<file path="config.mk">
export PLATFORM = sky130hd
export DESIGN_NAME = axi4_lite_master
export DESIGN_NICKNAME = d
export VERILOG_FILES = /design/src/rtl/axi4_lite_master.sv
export SDC_FILE = /design/constraint.sdc
export NUM_CORES = 1
export LEC_CHECK = 0
export BUFFER_PORTS_ARGS = -buffer_cell sky130_fd_sc_hd__buf_2
export CAP_MARGIN = 20
export CORE_ASPECT_RATIO = 1.1
export CORE_UTILIZATION = 52
export CTS_CLUSTER_DIAMETER = 40
export DETAILED_ROUTE_END_ITERATION = 16
export MAX_ROUTING_LAYER = met4
export PLACE_DENSITY = 0.87
export SLEW_MARGIN = 20
export SYNTH_ARGS = -nofsm -noshare
export SYNTH_HDL_FRONTEND = slang
export SYNTH_SLANG_ARGS = --single-unit
export TNS_END_PERCENT = 20
</file>
<file path="constraint.sdc">
create_clock -name aclk -period 4.5 [get_ports aclk]
set_clock_uncertainty 0.1 [all_clocks]
set_input_delay 0.225 -clock aclk [delete_from_list [all_inputs] [get_ports aclk]]
set_output_delay 0.225 -clock aclk [all_outputs]
set_load 0.05 [all_outputs]
</file>
<file path="src/rtl/axi4_lite_master.sv">
// Single-outstanding AXI4-Lite master: one host command in, one response out.
// Runs AW/W/B or AR/R handshakes and keeps saturating per-type counters.
module axi4_lite_master #(
  parameter int ADDR_W = 3,
  parameter int DATA_W = 32,
  parameter int STRB_W = 4,
  parameter int CNT_W  = 16
) (
  input  logic              aclk,
  input  logic              aresetn,
  input  logic              cmd_valid,
  output logic              cmd_ready,
  input  logic              cmd_write,
  input  logic [ADDR_W-1:0] cmd_addr,
  input  logic [DATA_W-1:0] cmd_wdata,
  input  logic [STRB_W-1:0] cmd_wstrb,
  output logic              rsp_valid,
  input  logic              rsp_ready,
  output logic              rsp_write,
  output logic [DATA_W-1:0] rsp_rdata,
  output logic [1:0]        rsp_resp,
  output logic              awvalid,
  input  logic              awready,
  output logic [ADDR_W-1:0] awaddr,
  output logic              awprot,
  output logic              wvalid,
  input  logic              wready,
  output logic [DATA_W-1:0] wdata,
  output logic [STRB_W-1:0] wstrb,
  input  logic              bvalid,
  output logic              bready,
  input  logic [1:0]        bresp,
  output logic              arvalid,
  input  logic              arready,
  output logic [ADDR_W-1:0] araddr,
  output logic              arprot,
  input  logic              rvalid,
  output logic              rready,
  input  logic [DATA_W-1:0] rdata,
  input  logic [1:0]        rresp,
  output logic [CNT_W-1:0]  wr_cnt,
  output logic [CNT_W-1:0]  rd_cnt,
  output logic [CNT_W-1:0]  err_cnt
);

  typedef enum logic [2:0] {
    IDLE, WR, WB, RA, RD, RSP
  } state_t;

  state_t state_q, state_d;

  logic              aw_q, w_q, wr_q;
  logic [ADDR_W-1:0] addr_q;
  logic [DATA_W-1:0] data_q, rdat_q;
  logic [STRB_W-1:0] strb_q;
  logic [1:0]        resp_q;
  logic [CNT_W-1:0]  wr_q_cnt, rd_q_cnt, err_q_cnt;

  logic cmd_hs, aw_hs, w_hs, b_hs, r_hs;

  function automatic logic [CNT_W-1:0] sat_inc(input logic [CNT_W-1:0] v);
    return (&v) ? v : v + CNT_W'(1);
  endfunction

  assign cmd_hs = (state_q == IDLE) && cmd_valid;
  assign aw_hs  = aw_q && awready;
  assign w_hs   = w_q && wready;
  assign b_hs   = (state_q == WB) && bvalid;
  assign r_hs   = (state_q == RD) && rvalid;

  // Handshake-side controls decode straight from the state register.
  assign cmd_ready = (state_q == IDLE);
  assign bready    = (state_q == WB);
  assign arvalid   = (state_q == RA);
  assign rready    = (state_q == RD);
  assign rsp_valid = (state_q == RSP);

  assign awvalid = aw_q;
  assign wvalid  = w_q;
  assign awaddr  = addr_q;
  assign araddr  = addr_q;
  assign wdata   = data_q;
  assign wstrb   = strb_q;
  assign awprot  = 1'b0;
  assign arprot  = 1'b0;

  assign rsp_write = wr_q;
  assign rsp_rdata = rdat_q;
  assign rsp_resp  = resp_q;
  assign wr_cnt    = wr_q_cnt;
  assign rd_cnt    = rd_q_cnt;
  assign err_cnt   = err_q_cnt;

  always_comb begin
    state_d = state_q;
    unique case (state_q)
      IDLE: if (cmd_valid) state_d = cmd_write ? WR : RA;
      WR: begin
        // AW and W may finish in either order or together.
        if ((!aw_q || awready) && (!w_q || wready))
          state_d = WB;
      end
      WB:  if (bvalid)    state_d = RSP;
      RA:  if (arready)   state_d = RD;
      RD:  if (rvalid)    state_d = RSP;
      RSP: if (rsp_ready) state_d = IDLE;
      default: state_d = IDLE;
    endcase
  end

  always_ff @(posedge aclk or negedge aresetn) begin
    if (!aresetn) begin
      state_q <= IDLE;
    end else begin
      state_q <= state_d;
    end
  end

  always_ff @(posedge aclk or negedge aresetn) begin
    if (!aresetn) begin
      aw_q      <= 1'b0;
      w_q       <= 1'b0;
      wr_q      <= 1'b0;
      addr_q    <= '0;
      data_q    <= '0;
      strb_q    <= '0;
      rdat_q    <= '0;
      resp_q    <= '0;
      wr_q_cnt  <= '0;
      rd_q_cnt  <= '0;
      err_q_cnt <= '0;
    end else begin
      if (cmd_hs) begin
        addr_q <= cmd_addr;
        data_q <= cmd_wdata;
        strb_q <= cmd_wstrb;
        aw_q   <= cmd_write;
        w_q    <= cmd_write;
      end else begin
        if (aw_hs) aw_q <= 1'b0;
        if (w_hs)  w_q  <= 1'b0;
      end
      if (b_hs) begin
        wr_q     <= 1'b1;
        rdat_q   <= '0;
        resp_q   <= bresp;
        wr_q_cnt <= sat_inc(wr_q_cnt);
        if (bresp != 2'b00) err_q_cnt <= sat_inc(err_q_cnt);
      end
      if (r_hs) begin
        wr_q     <= 1'b0;
        rdat_q   <= rdata;
        resp_q   <= rresp;
        rd_q_cnt <= sat_inc(rd_q_cnt);
        if (rresp != 2'b00) err_q_cnt <= sat_inc(err_q_cnt);
      end
    end
  end

endmodule
</file>
# Word level (Yosys, flattened, before mapping)
# Cells that the tools add are included.
# Widths: inputs -> output; s select.
[op_classes]
addsub = 3
eq_ne = 11
muxes = 23
n_bitwise = 2
reduce_logical = 22
[op_table]
columns = ["cell", "count"]
rows = [
  ["$mux 16", 5],
  ["$mux 32", 2],
  ["$add 16x1->16 const B", 3],
  ["$reduce_and 16->1", 3],
  ["$mux 3", 6],
  ["$pmux 3 s6", 1],
  ["$reduce_bool 2->1", 5],
  ["$ne 2x2->1 const B", 4],
  ["$eq 3x2->1 const B", 2],
  ["$eq 3x3->1 const B", 2],
  ["$logic_and 1x1->1", 6],
  ["$mux 1", 6],
  ["$mux 2", 3],
  ["$reduce_and 6->1", 1],
  ["$ne 2x1->1 const B", 2],
  ["$reduce_and 2->1", 2],
  ["$eq 3x1->1 const B", 1],
  ["$logic_not 3->1", 1],
  ["$logic_not 1->1", 2],
  ["$logic_or 1x1->1", 2],
  ["$not 1->1", 2],
]
[word_totals]
register_bits = 127
inputBits = 85
out_inout_bits = 134
word_cells = 73

# Longest topological paths before layout
[depth]
word_depth = 6
depth_mapped = 7

# Least setup slack after synthesis
# Ideal clock, no wire load.
[synth_path]
path_type = "register to register"
start = "register state_q[0]"
end = "register addr_q[2], in the netlist araddr[2]"
setup_ns = 0.125
t_arrival_ns = 2.573
slack_ns = 1.702
stages_incl_launch_ff = 7
synth_period_minus_slack_ns = 2.798
cell_sequence = "dfrtp_1 -> buf_2 -> nor3_1 -> and2_1 -> buf_2 -> buf_2 -> mux2_2"
[synth_via]
elab_chain_len = 2
[synth_rtl]
columns = ["element", "line_no", "text"]
rows = [
  ["start: declaration", "50", "state_t state_q, state_d;"],
  ["start signal: assignment", "115", "state_q <= state_d;"],
  ["$logic_not 3->1", "--", ""],
  ["named net cmd_ready", "12", "output logic cmd_ready,"],
  ["$logic_and 1x1->1", "65", "assign cmd_hs = (state_q == IDLE) && cmd_valid;"],
  ["end signal: assignment", "134", "addr_q <= cmd_addr;"],
  ["end: declaration", "53", "logic [ADDR_W-1:0] addr_q;"],
]
# The timed path passes the listed nets, and every way through them passes these cells.
# A chain may end at the register's enable or synchronous reset.

# Final worst setup path
[layout_path]
start = "register state_q[1]"
end = "register rd_q_cnt[13], in the netlist rd_cnt[13]"
[layout_via]
elab_chain_len = 3
[layout_rtl]
columns = ["element", "line_no", "text"]
rows = [
  ["$eq 3x3->1", "69", "assign r_hs = (state_q == RD) && rvalid;"],
  ["$logic_and 1x1->1", "69", ""],
  ["$reduce_and 2->1 (no source line)", "--", ""],
  ["end signal: assignment", "154", "rd_q_cnt <= sat_inc(rd_q_cnt);"],
  ["end: declaration", "57", "logic [CNT_W-1:0] wr_q_cnt, rd_q_cnt, err_q_cnt;"],
]
# Every way passes these cells.

==> summary.md <==
### Run status
• finished, final reports clean — status

### STA
• 0 — final max-slew violation count
• 0.9863 ns — slew at the pin closest to its max-slew limit
• 0 — number of hold-slack violations in the final timing report
• 2.689 ns — min cycle time layout
• 0 ns — total negative slack for setup checks
• 59.74% — Final period util
• false — setup repair after global routing missed its margin
• 372.0 MHz — peak clock frequency supported by timing
• 0 — final setup violation count
• 34.25% — worst rel slew slack

### Clock network
• 4 — number of H-tree branching levels
• 0.06 ns — clock slew at the register clock pins of the worst setup and hold paths
• done — clock tree from TritonCTS
• 0.52 ns — clk_lat worst skew
• 2 — maximum buffer depth of the clock tree
• sky130_fd_sc_hd__clkbuf_8 — root buffer cell
• 83 — number of buffers added to fix hold violations after cts
• 0 — post-CTS setup buffer count
• 0 — quantity of gates resized following cts
• 127 — number of sinks handled by clock tree synthesis
• 17 — TritonCTS Buffers

### Power
• 0.004202 uW — Static Leak
• 738.3 nW/um2 — power density cells
• 0.6536 mV — Worst IR Drop VDD

### Global route
• 2 — antenna violations before repair
• 24870 um — global-route wire length before repair
• 0 — GR Overflow Total
• 4731 — vias in the first global route
• 31.58% — aggregate global-route resource usage
• 83 — pin count of the biggest net entering global routing

### Die
• 10960 um2 — Die ar.
• 99.91 um — DIE WIDTH
• 38 — Row Count
• 219 — IO Count
• 10080 um2 — Core Box Area
• 54.39% — starting density of the core
• 109.7 um — floorplan die height

### Final layout
• 816 — number of nets in the layout
• 45.98% — area growth from synthesis to final layout
• 8004 um2 — Finished Cell Area
• 883 — Cell Count, Final, Fillers Out
• 40.81% — ratio of cells with drive above 1 in the final layout

### Synthesis
• 5483 um2 — mapped cell area
• 100.0% — Synth async-reset ratio
• 433 — cell count after synthesis
• 0 — yosys synthesis warning count
• 48 — post-synthesis cell type count
• 0 — EDFF count, synth
• 127 — synthesis-stage register bit count
• 12.66 um2 — syn avg cell area
• sky130_fd_sc_hd__dfrtp_1 — leading register cell type out of synthesis
• 57.96% — sequential element share of the synthesized area

### Detailed routing
• 4812 — number of vias in the routed layout
• 18.25 um — average routed wire per standard cell
• 0 — post-route ant nets
• 16120 um — final routed wirelength across all metal layers
• 245 — detailed router's first-iteration violation count
• 0 — count of unresolved DRC violations after routing
• 5.450 — vias per cell
• 5 — Pre-Repair DR Iteration Count

### Job
• 0 — Max Cap Violations

### Worst setup path
• 0 — buffers and inverters on the worst path
• 1.01 ns — biggest cell delay along the critical path
• and4bb_2 -> nand4_2 -> nor4b_1 -> xor2_1 — chain of cells forming the critical path
• simple AND/OR/NAND/NOR gates — critical path's top delay family
• flop — type of destination of the critical path
• 2.97 ns — Critical Path AT
• sky130_fd_sc_hd__and4bb_2 — slowest cell on the critical path
• 45 — crit-path max FO
• flop — nature of the critical path startpoint
• 1.81 ns — setup slack of the worst register-to-register path
• 4.78 ns — data required time of the worst path
• reg2reg — critical path class

### Place
• 216 — count of buffers inserted at the top-level ports
• 9796 um — DP Wirelength
• 0.8405 — weighted congestion at the end of routability-driven global placement
• 766 — placed instance count
• 6615 um2 — Post-Place Cell Area

### Min path
• in2reg — Worst Hold Class

[routing by layer]
metal	wire length [um]	track usage [%]	share of wire, %
met5	0	-	0
met4	542	16.39	3.4
met1	5992	35.68	37
met3	778	6.675	4.8
met2	8804	53.25	55
[synthesized netlist by cell type, types with 2 or more instances]
master                       n  area share, %
sky130_fd_sc_hd__and4_1      3           0.48
sky130_fd_sc_hd__nor4_4      2           0.78
sky130_fd_sc_hd__mux2_2     45            9.2
sky130_fd_sc_hd__or2_2       2           0.23
sky130_fd_sc_hd__nor3_1     12            1.1
sky130_fd_sc_hd__o21ai_0     6           0.55
sky130_fd_sc_hd__ha_1        3           0.68
sky130_fd_sc_hd__o31ai_1     2           0.27
sky130_fd_sc_hd__a211oi_1    3           0.41
sky130_fd_sc_hd__clkbuf_1    5           0.34
sky130_fd_sc_hd__nor4b_1     6           0.96
sky130_fd_sc_hd__nand4_1     9            1.0
sky130_fd_sc_hd__nor4_1      9            1.0
sky130_fd_sc_hd__nand2b_1    5           0.57
sky130_fd_sc_hd__xor2_1     36            5.8
sky130_fd_sc_hd__and2_1      4           0.46
sky130_fd_sc_hd__nand2_1    20            1.4
sky130_fd_sc_hd__and3_1      6           0.68
sky130_fd_sc_hd__buf_2      13            1.2
sky130_fd_sc_hd__a21oi_1    12            1.1
sky130_fd_sc_hd__inv_1       5           0.34
sky130_fd_sc_hd__a22o_1     32            5.1
sky130_fd_sc_hd__buf_4       7           0.96
sky130_fd_sc_hd__xnor2_1     2           0.32
sky130_fd_sc_hd__a31oi_1     2           0.23
sky130_fd_sc_hd__mux2i_1     3           0.55
sky130_fd_sc_hd__nor2_1     15            1.0
sky130_fd_sc_hd__dfrtp_1   127             58
sky130_fd_sc_hd__nand3_1    14            1.3
sky130_fd_sc_hd__and4bb_2    2           0.46
sky130_fd_sc_hd__nor3b_1     3           0.41
sky130_fd_sc_hd__nand4_2     2           0.46
[kinds of logic (layout without fill, tap and decap cells)]
logic type,after synthesis,in the layout,share of synthesized area (%)
flops,127,127,57.96
fa+ha+maj,3,3,0.6847
compound gates,65,65,8.900
mux,48,48,9.790
simple gates,120,120,13.49
other cells,1,5,0.06840
xor+xnor,38,38,6.070
buf+inv,31,337,3.035
[per-stage QoR]
step | setup WS [ns] | hold WS, ns | util, % | power (uW)
global placement | 1.991 | 0.3414 | 65.63 | 4412
floorplan | 1.702 | -0.1706 | - | 3869
detailed placement | 1.883 | 0.3549 | 65.63 | 4490
global route | 1.616 | 0.1026 | 79.38 | 6127
finish | 1.812 | 0.09729 | 79.41 | 5910
CTS | 1.855 | 0.07496 | 79.25 | 5848
[placed cells by master, fill, tap and decap left out, drive strengths merged, types with 4 or more instances in the layout]
master,synthesis,final
dlygate4sd3,0,83
nor4b,6,6
inv,5,5
nand3,14,14
a21oi,12,12
nor4,12,12
xor2,36,36
clkinv,0,4
clkbuf,5,25
mux2,45,45
o21ai,6,6
dfrtp,127,127
buf,21,218
and3,6,6
nor2,15,15
a22o,32,32
and2,4,4
nand4,11,11
nor3,12,12
nand2b,5,5
nand2,20,20
[tightest hold or removal path: cells and delay by family]
| family | cells | cell delay [ns] |
|---|---|---|
| xor+xnor | 1 | 0.13 |
| buf+inv | 1 | 0.12 |
| simple gates | 1 | 0.12 |
| compound gates | 1 | 0.08 |
[power breakdown]
part / internal [uW] / switching, uW / leakage [uW]
combinational: 778 / 2030 / 0.00230
sequential: 1530 / 304 / 0.00163
clock: 784 / 482 / 0.000268
total: 3100 / 2810 / 0.00420
[worst paths after layout]
path                                 endpoint        from  cells after the start
worst max register to register     rd_cnt[13]  state_q[1]                      4
worst min register to register     rd_cnt[14]  rd_cnt[14]                      1
worst min-delay path                rd_cnt[0]      rvalid                      4
min in group asynchronous           araddr[2]     aresetn                      2
max in group asynchronous       rsp_rdata[22]     aresetn                      3
worst max-delay path               rd_cnt[13]  state_q[1]                      4
[cell type report]
type | instances | area, um2
multi-input cells | 276 | 2150
diodes | 3 | 7.507
flip-flops and latches | 127 | 3178
repair buffers | 301 | 1933
well taps | 140 | 175.2
clock buffers | 25 | 484.2
fillers | 590 | 2076
clock inverters | 6 | 57.56
inverters | 5 | 18.77
[sequential cells by signal, summed over array words and instances, names as in the netlist, 2 cells and up]
signal,flops
rd_cnt,16
rsp_rdata,32
state_q,3
wstrb,4
err_cnt,16
wdata,32
wr_cnt,16
rsp_resp,2
araddr,3
No activity file was read; power rests on OpenSTA's default activity.
